**config.mk**
```make
export PLATFORM = sky130hd
export DESIGN_NAME = spram_ctrl
export DESIGN_NICKNAME = d
export VERILOG_FILES = /design/src/rtl/spram_ctrl.sv
export SDC_FILE = /design/constraint.sdc
export NUM_CORES = 1
export LEC_CHECK = 0
export BUFFER_PORTS_ARGS = -buffer_cell sky130_fd_sc_hd__buf_2
export CAP_MARGIN = 10
export CORE_ASPECT_RATIO = 0.75
export CORE_UTILIZATION = 42
export CTS_CLUSTER_SIZE = 8
export DETAILED_ROUTE_END_ITERATION = 10
export PLACE_DENSITY = 0.89
export SYNTH_ARGS = -nofsm -noshare
export SYNTH_HDL_FRONTEND = slang
export SYNTH_SLANG_ARGS = --single-unit
export TNS_END_PERCENT = 100
```
**constraint.sdc**
```tcl
create_clock -name clk -period 3.5 [get_ports clk]
set_input_delay 0.175 -clock clk [delete_from_list [all_inputs] [get_ports clk]]
set_output_delay 0.175 -clock clk [all_outputs]
set_load 0.02 [all_outputs]
```
**src/rtl/spram_ctrl.sv**
```systemverilog
// Single-port RAM controller: round-robin write/read arbitration onto one RAM port,
// with a 2-entry in-order response FIFO fed by the RAM's registered read data.
module spram_ctrl #(
  parameter int dwidth = 8,
  parameter int awidth = 8
) (
  input  logic              clk,
  input  logic              rst_n,
  input  logic              wr_req,
  input  logic [awidth-1:0] wr_addr,
  input  logic [dwidth-1:0] wr_data,
  output logic              wr_ack,
  input  logic              rd_req,
  input  logic [awidth-1:0] rd_addr,
  output logic              rd_ack,
  output logic              rsp_valid,
  output logic [dwidth-1:0] rsp_data,
  input  logic              rsp_ready,
  output logic [dwidth-1:0] mem_din,
  output logic [awidth-1:0] mem_addr,
  output logic              mem_wr,
  input  logic [dwidth-1:0] mem_dout
);

  typedef enum logic {PRI_WR, PRI_RD} pri_t;

  pri_t              pri, pri_nxt;
  logic              inflight;
  logic [dwidth-1:0] fifo [2];
  logic              wptr, rptr;
  logic [1:0]        count;
  logic              pop, push;
  logic [2:0]        occupancy;
  logic              wr_elig, rd_elig;

  // Reads are throttled so that FIFO entries plus the read in flight never exceed two.
  assign rsp_valid = rst_n && (count != 2'd0);
  assign rsp_data  = rsp_valid ? fifo[rptr] : '0;
  assign pop       = rsp_valid && rsp_ready;
  assign push      = inflight;
  assign occupancy = {1'b0, count} + {2'b00, inflight} - {2'b00, pop};
  assign wr_elig   = rst_n && wr_req;
  assign rd_elig   = rst_n && rd_req && (occupancy < 3'd2);

  always_ff @(posedge clk or negedge rst_n) begin
    if (!rst_n) pri <= PRI_WR;
    else        pri <= pri_nxt;
  end

  always_comb begin
    pri_nxt = pri;
    if (wr_elig && rd_elig)
      pri_nxt = (pri == PRI_WR) ? PRI_RD : PRI_WR;
  end

  always_comb begin
    wr_ack   = 1'b0;
    rd_ack   = 1'b0;
    if (wr_elig && rd_elig) begin
      wr_ack = (pri == PRI_WR);
      rd_ack = (pri == PRI_RD);
    end else begin
      wr_ack = wr_elig;
      rd_ack = rd_elig;
    end
    mem_wr   = wr_ack;
    mem_addr = '0;
    mem_din  = '0;
    if (wr_ack) begin
      mem_addr = wr_addr;
      mem_din  = wr_data;
    end else if (rd_ack) begin
      mem_addr = rd_addr;
    end
  end

  always_ff @(posedge clk or negedge rst_n) begin
    if (!rst_n) begin
      inflight <= 1'b0;
      count    <= '0;
      wptr     <= 1'b0;
      rptr     <= 1'b0;
    end else begin
      inflight <= rd_ack;
      if (push) wptr <= ~wptr;
      if (pop)  rptr <= ~rptr;
      count <= count + 2'(push) - 2'(pop);
    end
  end

  always_ff @(posedge clk) begin
    if (push) fifo[wptr] <= mem_dout;
  end

endmodule

```
==> results of run 1 <==
==> worst max path at each step <==
stage                  startpoint     endpoint  slack, ns  cells after the start
2_1_floorplan  count[1]$_DFF_PN0_  mem_addr[6]       0.44                     11
3_3_place_gp   count[1]$_DFF_PN0_   mem_din[0]       0.67                     11
3_5_place_dp   count[1]$_DFF_PN0_   mem_din[7]       0.52                     11
4_1_cts                     rst_n   mem_din[7]       0.08                     13
5_1_grt                     rst_n  mem_addr[4]       0.06                     13
6_report                    rst_n  mem_addr[7]       0.19                     13
==> cells in the final DEF, fill, tap and decap left out, types with 2 or more instances in the layout <==
cell type / n
mux2i_1: 8
dfrtp_1: 6
buf_2: 64
nor2_1: 8
and2_1: 2
clkbuf_4: 3
ha_1: 2
inv_1: 5
a22o_2: 7
xor2_1: 2
and2_2: 8
edfxtp_1: 16
==> where the power goes <==
part	switching, mW	leakage, nW	internal (mW)
clock	0.0741	0.0150	0.0445
combinational	0.184	0.525	0.151
sequential	0.0558	0.217	0.328
total	0.314	0.757	0.523
==> state kept, by name (all words and copies together) (netlist names) <==
name / flops
count: 2
fifo: 16
inflight: 1
pri: 1
rptr: 1
wptr: 1
==> repair_timing <==
action	CTS	global route
hold buffers	1	0
endpoints found under the hold margin	6	0
buffers inserted	0	1
endpoints found under the setup margin	0	16
==> final cells by class <==
class | count | share of cell area
Timing Repair Buffer | 67 | 0.2397
Multi-Input combinational cell | 49 | 0.2791
Sequential cell | 22 | 0.4225
Tap cell | 34 | 0.02850
Clock buffer | 4 | 0.01760
Inverter | 5 | 0.01257
==> cell families after synthesis <==
family / after synthesis / share of synthesized area
AOI/OAI and AO/OA: 10 / 0.09887
xor gates and xnor gates: 4 / 0.03864
adders and majority gates: 3 / 0.04091
buffers and inverters: 9 / 0.04886
DFF: 22 / 0.5727
muxes: 8 / 0.07273
and+or+nand+nor: 24 / 0.1273
==> metrics by stage <==
step	instances	hold WS [ns]	utilization	setup WS, ns
final	181	0.05013	0.6262	0.1890
after global routing	181	0.03562	0.6262	0.05915
after CTS	180	0.04123	0.6178	0.07933
after detailed placement	175	0.03449	0.6026	0.5159
after global placement	175	0.02511	0.6026	0.6661
after floorplan	80	-0.1206	-	0.4358
==> metal layers <==
metal	vias to the layer above	track usage	wire length (um)
met3	0	0.04213	66
met2	14	0.3000	1351
met5	-	0	0
met4	0	0.05455	0
li1	416	-	-
met1	397	0.2076	983
==> out/results.ini, run 1 <==
[die]
rows = 15
die_w_um = 61.12
ioPinCount = 65
die_h_um = 46.34
start_util = 0.4619
dieArea_um2 = 2832
coreArea_um2 = 2384

[min_path]
hp-class = input port to flip-flop
min-delay-start = mem_dout[5]
worstHoldEndpoint = fifo[0][5]$_DFFE_PP_
min_path_cells = 1

[worst_setup_path]
reg2regPathDepth = 9
cp_slowest_cell = dlygate4sd3_1
end_kind = output port
path_max_fanout = 10
crit_path_max_incr_delay_ns = 0.52
critPathRequiredTime_ns = 3.32
path_buf_inv = 5
worst-setup-path-type = input port to output port
crit_family = buffers and inverters
critical_path.cell_chain = dlygate4sd3_1 -> buf_2 -> o21ai_2 -> inv_1 -> and2_1 -> ha_1 -> inv_1 -> ha_1 -> fa_1 -> and3b_1 -> and3_2 -> a22o_2 -> buf_2
r2r_setup_slack_ns = 1.01
r2r-start = count[1]$_DFF_PN0_
worstPathArrival_ns = 3.14
r2r_end = inflight$_DFF_PN0_
cp-start-kind = input port

[routing]
totalWireLength_um = 2400
firstDrtPassIters = 3
drc = 0
vias_per_cell = 4.569
drt_iter0_markers = 17
drtAntennaViolNets = 0
num_vias = 827
routedWlPerCell_um = 13.26

[clock_network]
cts_buffers = 3
clkSinkCount = 22
cts.clk_slew.worst_paths_ns = 0.11
cts_tree = yes
root_buffer = clkbuf_4
h-tree-depth = 1
cts_resized = 0
clockBufferDepth = 2
clk-insertion-delay-late_ns = 0.31

[timing]
fmaxAchievable_mhz = 302.0
setup_violations = 0
worst_pin_slew_ns = 0.7279
final.min_clock_period_ns = 3.311
hold_viol = 0
maxSlewHeadroom = 0.5137
period_share = 0.9460
tns_ns = 0
rsz0062_at_grt = false
finClkSkew_ns = 0.002753
drv_slew = 0

[logic_synthesis]
syn-instance-count = 80
synth_warnings = 0
synth_area_per_cell_um2 = 13.76
yosysUniqueCellTypes = 25
synth_edf_count = 16
synthArstFlopShare = 0.2727
yosysTopAreaCell = edfxtp_1
ys_ff_latch = 22
post-synth-top-area-fraction = 0.4364
yosys-top-cells-area = edfxtp_1 (44%), dfrtp_1 (14%), mux2i_1 (7.3%)
syn_nets = 120
synth_flop_cell = edfxtp_1
ys_seq_area_frac = 0.5727
yosysMostFrequentCell = edfxtp_1
synth_commonest_cells = edfxtp_1 (16), and2_2 (8), mux2i_1 (8), nor2_1 (8), a22o_2 (7)
netlist_area_um2 = 1101

[final_layout]
multi_input_area_um2 = 416.7
final-seq-area_um2 = 630.6
drive_above_1_share = 0.5986
syn2layout_area_growth_pct = 35.57
post-route-cell-area_um2 = 1493
layout.nets = 188
antenna_cells = 0
fill_cells = 204

[pwr]
power.density_nw_per_um2 = 560.6
ir_drop_mv = 0.2367
total_power_mw = 0.8368
p_leak_nw = 0.7568

[placed_design]
port_buffers = 64
placed_area_um2 = 1436
gp_congestion = 0.7031
dp_hpwl_um = 1901

[job]
cap_violations = 0

[grt]
grt_pass1_wl_um = 3456
grt_max_degree = 19
gr-total-overflow = 0
grt_usage = 0.1708
first_global_vias = 797
antenna_found_initial = 0

[status]
status = complete, no violations

(Power assumes the default switching activity.)
==> inputs of run 2 (changes only) <==
--- a/config.mk
+++ b/config.mk
@@ -11,7 +11,7 @@
 export CORE_UTILIZATION = 42
 export CTS_CLUSTER_SIZE = 8
 export DETAILED_ROUTE_END_ITERATION = 10
-export PLACE_DENSITY = 0.89
+export PLACE_DENSITY_LB_ADDON = 0.12
 export SYNTH_ARGS = -nofsm -noshare
 export SYNTH_HDL_FRONTEND = slang
 export SYNTH_SLANG_ARGS = --single-unit
==> run 2 against run 1 <==
Against the previous run:
- hold slack worse by 0.0038 ns
- maximum frequency is 0.12% lower
- critical path depth unchanged
- setup slack got worse by 0.0039 ns
- first-iteration DRC count down 5.9%
- critical endpoint is now mem_addr[2]
- register-to-register slack worse by 0.03 ns
- clock skew grew 0.0061 ns
- die area stayed put
- sequential power is 1% higher
- largest power group unchanged
==> out/results.ini, run 2 (synthesis results as in run 1) <==
[clock_network]
cts_buffers = 3  ; unchanged
clockBufferDepth = 2  ; unchanged
root_buffer = clkbuf_4
clk-insertion-delay-late_ns = 0.31  ; about the same
h-tree-depth = 1  ; unchanged
clkSinkCount = 22  ; unchanged
cts.clk_slew.worst_paths_ns = 0.12  ; about the same
cts_resized = 0  ; unchanged
cts_tree = yes

[final_layout]
biggestRegsByFlops = fifo x16, count x2
layout.nets = 188  ; unchanged
syn2layout_area_growth_pct = 37.95
final_cell_mix = buf_2 (64), edfxtp_1 (16), and2_2 (8), mux2i_1 (8), nor2_1 (8)
fill_cells = 192  ; -5.9%
largest_reg_flops = 16  ; unchanged
drive_above_1_share = 0.6054  ; +0.006803
final_common_cell = buf_2
postLayoutCoreUtil = 0.6373  ; +0.01102
regMostFlops = fifo
antenna_cells = 0  ; unchanged

[timing]
drv_slew = 0  ; unchanged
final.min_clock_period_ns = 3.315  ; +0.003929 ns
rsz0062_at_grt = false
hold_viol = 0  ; unchanged
finClkSkew_ns = 0.008894  ; +0.006141 ns
setup_violations = 0  ; unchanged
tns_ns = 0  ; unchanged
maxSlewHeadroom = 0.5340  ; +0.02031
period_share = 0.9471  ; +0.001123
fmaxAchievable_mhz = 301.7  ; -0.12%
postLayoutSetupSlackWorst_ns = 0.1850  ; -0.003929 ns
worst_pin_slew_ns = 0.6975  ; -0.03041 ns

[routing]
vias_per_cell = 4.707  ; +3.0%
met3_length_um = 192  ; +190%
dr_wl_met2_um = 1013  ; -25%
totalWireLength_um = 2070  ; -14%
num_vias = 852  ; +3.0%
wl_met1_um = 845  ; -14%
drc = 0  ; unchanged
firstDrtPassIters = 4  ; +1
routedWlPerCell_um = 11.44  ; -14%
drtAntennaViolNets = 0  ; unchanged
drt_iter0_markers = 16  ; -1
highest_layer = met4

[grt]
antenna_found_initial = 0  ; unchanged
grt_pass1_wl_um = 2787  ; -19%
gr-total-overflow = 0  ; unchanged
first_global_vias = 684  ; -14%
grt_usage = 0.1447  ; -0.02615
grt_max_degree = 19  ; unchanged

[die]
rows = 15  ; unchanged
start_util = 0.4619  ; unchanged
ioPinCount = 65  ; unchanged
die_w_um = 61.12  ; unchanged
die_h_um = 46.34  ; unchanged
dieArea_um2 = 2832  ; unchanged
coreArea_um2 = 2384  ; unchanged

[worst_setup_path]
end_kind = output port
path_max_fanout = 10  ; unchanged
worst-setup-path-type = input port to output port
r2r-start = count[1]$_DFF_PN0_
reg2regPathDepth = 9  ; unchanged
r2r_end = inflight$_DFF_PN0_
cp-start-kind = input port
crit_start = rst_n
worstPathArrival_ns = 3.14  ; about the same
r2r_setup_slack_ns = 0.98  ; -0.03 ns
critPathRequiredTime_ns = 3.32  ; about the same
crit_end = mem_addr[2]

[job]
cap_violations = 0  ; unchanged

[pwr]
p_leak_nw = 0.7697  ; +1.7%
ir_drop_mv = 0.3338  ; +41%
power.density_nw_per_um2 = 597.6  ; +6.6%

[status]
status = complete, no violations

[placed_design]
pre_cts_slack_ns = 0.5058  ; -0.01016 ns
port_buffers = 64  ; unchanged
gp_congestion = 0.7405  ; +5.3%
dp_hpwl_um = 1632  ; -14%

[min_path]
hp-class = input port to flip-flop

[run 2: changes by cell type in the layout (fill, tap and decap cells not counted)]
cell	change
bufinv_16	+1
clkbuf_1	-1
[run 2: final cells by class]
type                            instances  area [um2]  area share
Sequential cell                        22       630.6      0.4152
Clock inverter                          1       30.03     0.01977
Timing Repair Buffer                   67       357.8      0.2356
Tap cell                               34       42.54     0.02801
Clock buffer                            3       22.52     0.01483
Inverter                                5       18.77     0.01236
Multi-Input combinational cell         49       416.7      0.2743
[run 2: repair_timing]
action,in CTS,in global routing
endpoints found under the setup margin,0,16
endpoints found under the hold margin,6,0
hold buffers,1,0
buffers inserted,0,1
[run 2: critical path, stage by stage]
cell and delay [ns]:
dlygate4sd3_1 0.53, buf_2 0.19, o21ai_2 0.08, inv_1 0.06
and2_1 0.18, ha_1 0.28, inv_1 0.04, ha_1 0.18
fa_1 0.50, and3b_1 0.23, and3_2 0.26, a22o_2 0.27
buf_2 0.15
[run 2: power by group]
group | internal (mW) | switching (mW)
clock network | 0.116 | 0.0721
registers | 0.328 | 0.0605
logic | 0.151 | 0.181
[run 2: worst min path at each step]
stage                startpoint                    to  slack (ns)  cells past startpoint
floorplan                 rst_n    count[0]$_DFF_PN0_       -0.12                      0
CTS                 mem_dout[6]  fifo[1][6]$_DFFE_PP_        0.04                      1
global placement          rst_n    count[0]$_DFF_PN0_        0.03                      1
detailed placement        rst_n    count[1]$_DFF_PN0_        0.03                      1
finish              mem_dout[5]  fifo[1][5]$_DFFE_PP_        0.05                      1
global route        mem_dout[6]  fifo[1][6]$_DFFE_PP_        0.03                      1
[run 2: layer usage]
metal,vias up,track usage
li1,414,-
met2,46,0.2565
met3,4,0.05899
met1,388,0.1609
met4,0,0.04091
met5,-,0
[run 2: metrics by stage]
| step | cell area, um2 | power [mW] | instances | hold slack, ns |
|---|---|---|---|---|
| 3_3_place_gp | 1436 | 0.7112 | 175 | 0.02822 |
| 6_report | 1519 | 0.9077 | 181 | 0.04629 |
| 3_5_place_dp | 1436 | 0.7268 | 175 | 0.02821 |
| 4_1_cts | 1499 | 0.9130 | 180 | 0.03666 |
| 2_1_floorplan | 1101 | 0.6247 | 80 | -0.1206 |
| 5_1_grt | 1519 | 0.9611 | 181 | 0.03361 |
==> inputs of run 3 (changes only) <==
==> constraint.sdc (replaced) <==
create_clock -name clk -period 3.5 [get_ports clk]
set_input_delay 0.175 -clock clk [delete_from_list [all_inputs] [get_ports clk]]
set_output_delay 0.175 -clock clk [all_outputs]
set_load 0.01 [all_outputs]
==> run 3 against run 2 <==
Against the previous run:
- via count down 1.8%
- routed wire length down 2.4%
- first-iteration DRC count down 38%
- cell area down 1.7%
- critical endpoint unchanged
- utilization down 1.1 points
- sequential cell count unchanged
- sequential share of layout area up 0.73 points
==> out/results.ini, run 3 (synthesis results as in run 1) <==
[worst_setup_path]
worstPathArrival_ns = 3.11  ; -0.03 ns
critPathRequiredTime_ns = 3.32  ; about the same
cp-start-kind = input port
crit_start = rst_n
r2r-start = count[1]$_DFF_PN0_
worst-setup-path-type = input port to output port
end_kind = output port
path_max_fanout = 10  ; unchanged

[grt]
grt_pass1_wl_um = 2760  ; -0.97%
grt_usage = 0.1401  ; -0.004542
antenna_found_initial = 0  ; unchanged
grt_max_degree = 19  ; unchanged
first_global_vias = 669  ; -2.2%
gr-total-overflow = 0  ; unchanged

[final_layout]
layout.nets = 188  ; unchanged
largest_reg_flops = 16  ; unchanged
drive_above_1_share = 0.5986  ; -0.006803
multi_input_area_um2 = 416.7  ; unchanged
final_common_cell = buf_2
biggestRegsByFlops = fifo x16, count x2
antenna_cells = 0  ; unchanged
postLayoutCoreUtil = 0.6262  ; -0.01102
regMostFlops = fifo
final-seq-area_um2 = 630.6  ; unchanged
fill_cells = 199  ; +3.6%
final_cells = 181  ; unchanged
syn2layout_area_growth_pct = 35.57
final_cell_mix = buf_2 (64), edfxtp_1 (16), and2_2 (8), mux2i_1 (8), nor2_1 (8)

[timing]
drv_slew = 0  ; unchanged
setup_violations = 0  ; unchanged
tns_ns = 0  ; unchanged
fmaxAchievable_mhz = 304.2  ; +0.84%
finClkSkew_ns = 0.005140  ; -0.003754 ns
hold_viol = 0  ; unchanged
fin_hold_ws_ns = 0.05840  ; +0.01211 ns
maxSlewHeadroom = 0.5670  ; +0.03299
period_share = 0.9393  ; -0.007880
rsz0062_at_grt = false
final.min_clock_period_ns = 3.287  ; -0.02758 ns
worst_pin_slew_ns = 0.6481  ; -0.04939 ns

[die]
ioPinCount = 65  ; unchanged
die_h_um = 46.34  ; unchanged
die_w_um = 61.12  ; unchanged
dieArea_um2 = 2832  ; unchanged
start_util = 0.4619  ; unchanged
rows = 15  ; unchanged
coreArea_um2 = 2384  ; unchanged

[routing]
drc = 0  ; unchanged
firstDrtPassIters = 4  ; unchanged
vias_per_cell = 4.624  ; -1.8%
num_vias = 837  ; -1.8%
drt_iter0_markers = 10  ; -6
routedWlPerCell_um = 11.17  ; -2.4%
totalWireLength_um = 2021  ; -2.4%
drtAntennaViolNets = 0  ; unchanged

[placed_design]
placed_cells = 175  ; unchanged
gp_congestion = 0.7407  ; about the same
port_buffers = 64  ; unchanged
dp_hpwl_um = 1604  ; -1.8%

[clock_network]
cts_tree = yes
root_buffer = clkbuf_4
clkSinkCount = 22  ; unchanged
h-tree-depth = 1  ; unchanged
cts_buffers = 3  ; unchanged
cts.clk_slew.worst_paths_ns = 0.11  ; about the same
clk-insertion-delay-late_ns = 0.30  ; about the same
clockBufferDepth = 2  ; unchanged

[min_path]
hp-class = input port to flip-flop
min-delay-start = mem_dout[3]

[job]
cap_violations = 0  ; unchanged

[pwr]
p_leak_nw = 0.7572  ; -1.6%
ir_drop_mv = 0.3547  ; +6.2%
power.density_nw_per_um2 = 528.3  ; -12%

[status]
status = complete, no violations

## run 3: through the flow
stage / area [um2] / power, mW / setup slack [ns]
CTS: 1473 / 0.7984 / 0.1256
floorplan: 1101 / 0.5868 / 0.5744
global route: 1493 / 0.8426 / 0.04367
global placement: 1436 / 0.6736 / 0.6806
finish: 1493 / 0.7885 / 0.2126
detailed placement: 1436 / 0.6888 / 0.5390
## run 3: layout make-up
class | instances | share of cell area
clock buffers | 3 | 0.01509
clock inverters | 1 | 0.002515
inverters | 5 | 0.01257
multi-input cells | 49 | 0.2791
flip-flops and latches | 22 | 0.4225
well taps | 34 | 0.02850
repair buffers | 67 | 0.2397
## run 3: timing repair
item / in CTS / in global routing
setup buffers: 0 / 1
hold buffers: 1 / 0
gates resized for setup: 0 / 0
endpoints found under the setup margin: 0 / 16
endpoints found under the hold margin: 6 / 0
## run 3: worst paths after layout
check	end	slack, ns	cells after the start
worst max-delay path	mem_addr[2]	0.21	13
worst min-delay path	fifo[0][3]$_DFFE_PP_	0.06	1
worst min register to register	wptr$_DFFE_PN0P_	0.51	1
min in group asynchronous	count[0]$_DFF_PN0_	0.24	2
max in group asynchronous	pri$_DFFE_PN0P_	3.09	2
worst max register to register	inflight$_DFF_PN0_	0.99	9
## run 3: critical path: stages
cell and delay (ns):
dlygate4sd3_1 0.53, buf_2 0.19, o21ai_2 0.08, inv_1 0.06, and2_1 0.18, ha_1 0.28
inv_1 0.04, ha_1 0.18, fa_1 0.49, and3b_1 0.23, and3_2 0.26, a22o_2 0.27
buf_2 0.13
## run 3: power by group
group	switching (mW)	leakage, nW	internal, mW
sequential	0.0602	0.217	0.328
clock	0.0666	0.0154	0.0415
combinational	0.142	0.525	0.150
## run 3: per-layer routing
| metal | track usage | part of all wire | vias to the layer above |
|---|---|---|---|
| li1 | - | - | 416 |
| met1 | 0.1621 | 0.41 | 375 |
| met2 | 0.2500 | 0.48 | 44 |
| met3 | 0.05337 | 0.10 | 2 |
| met4 | 0.02727 | 0.0049 | 0 |
| met5 | 0 | 0 | - |
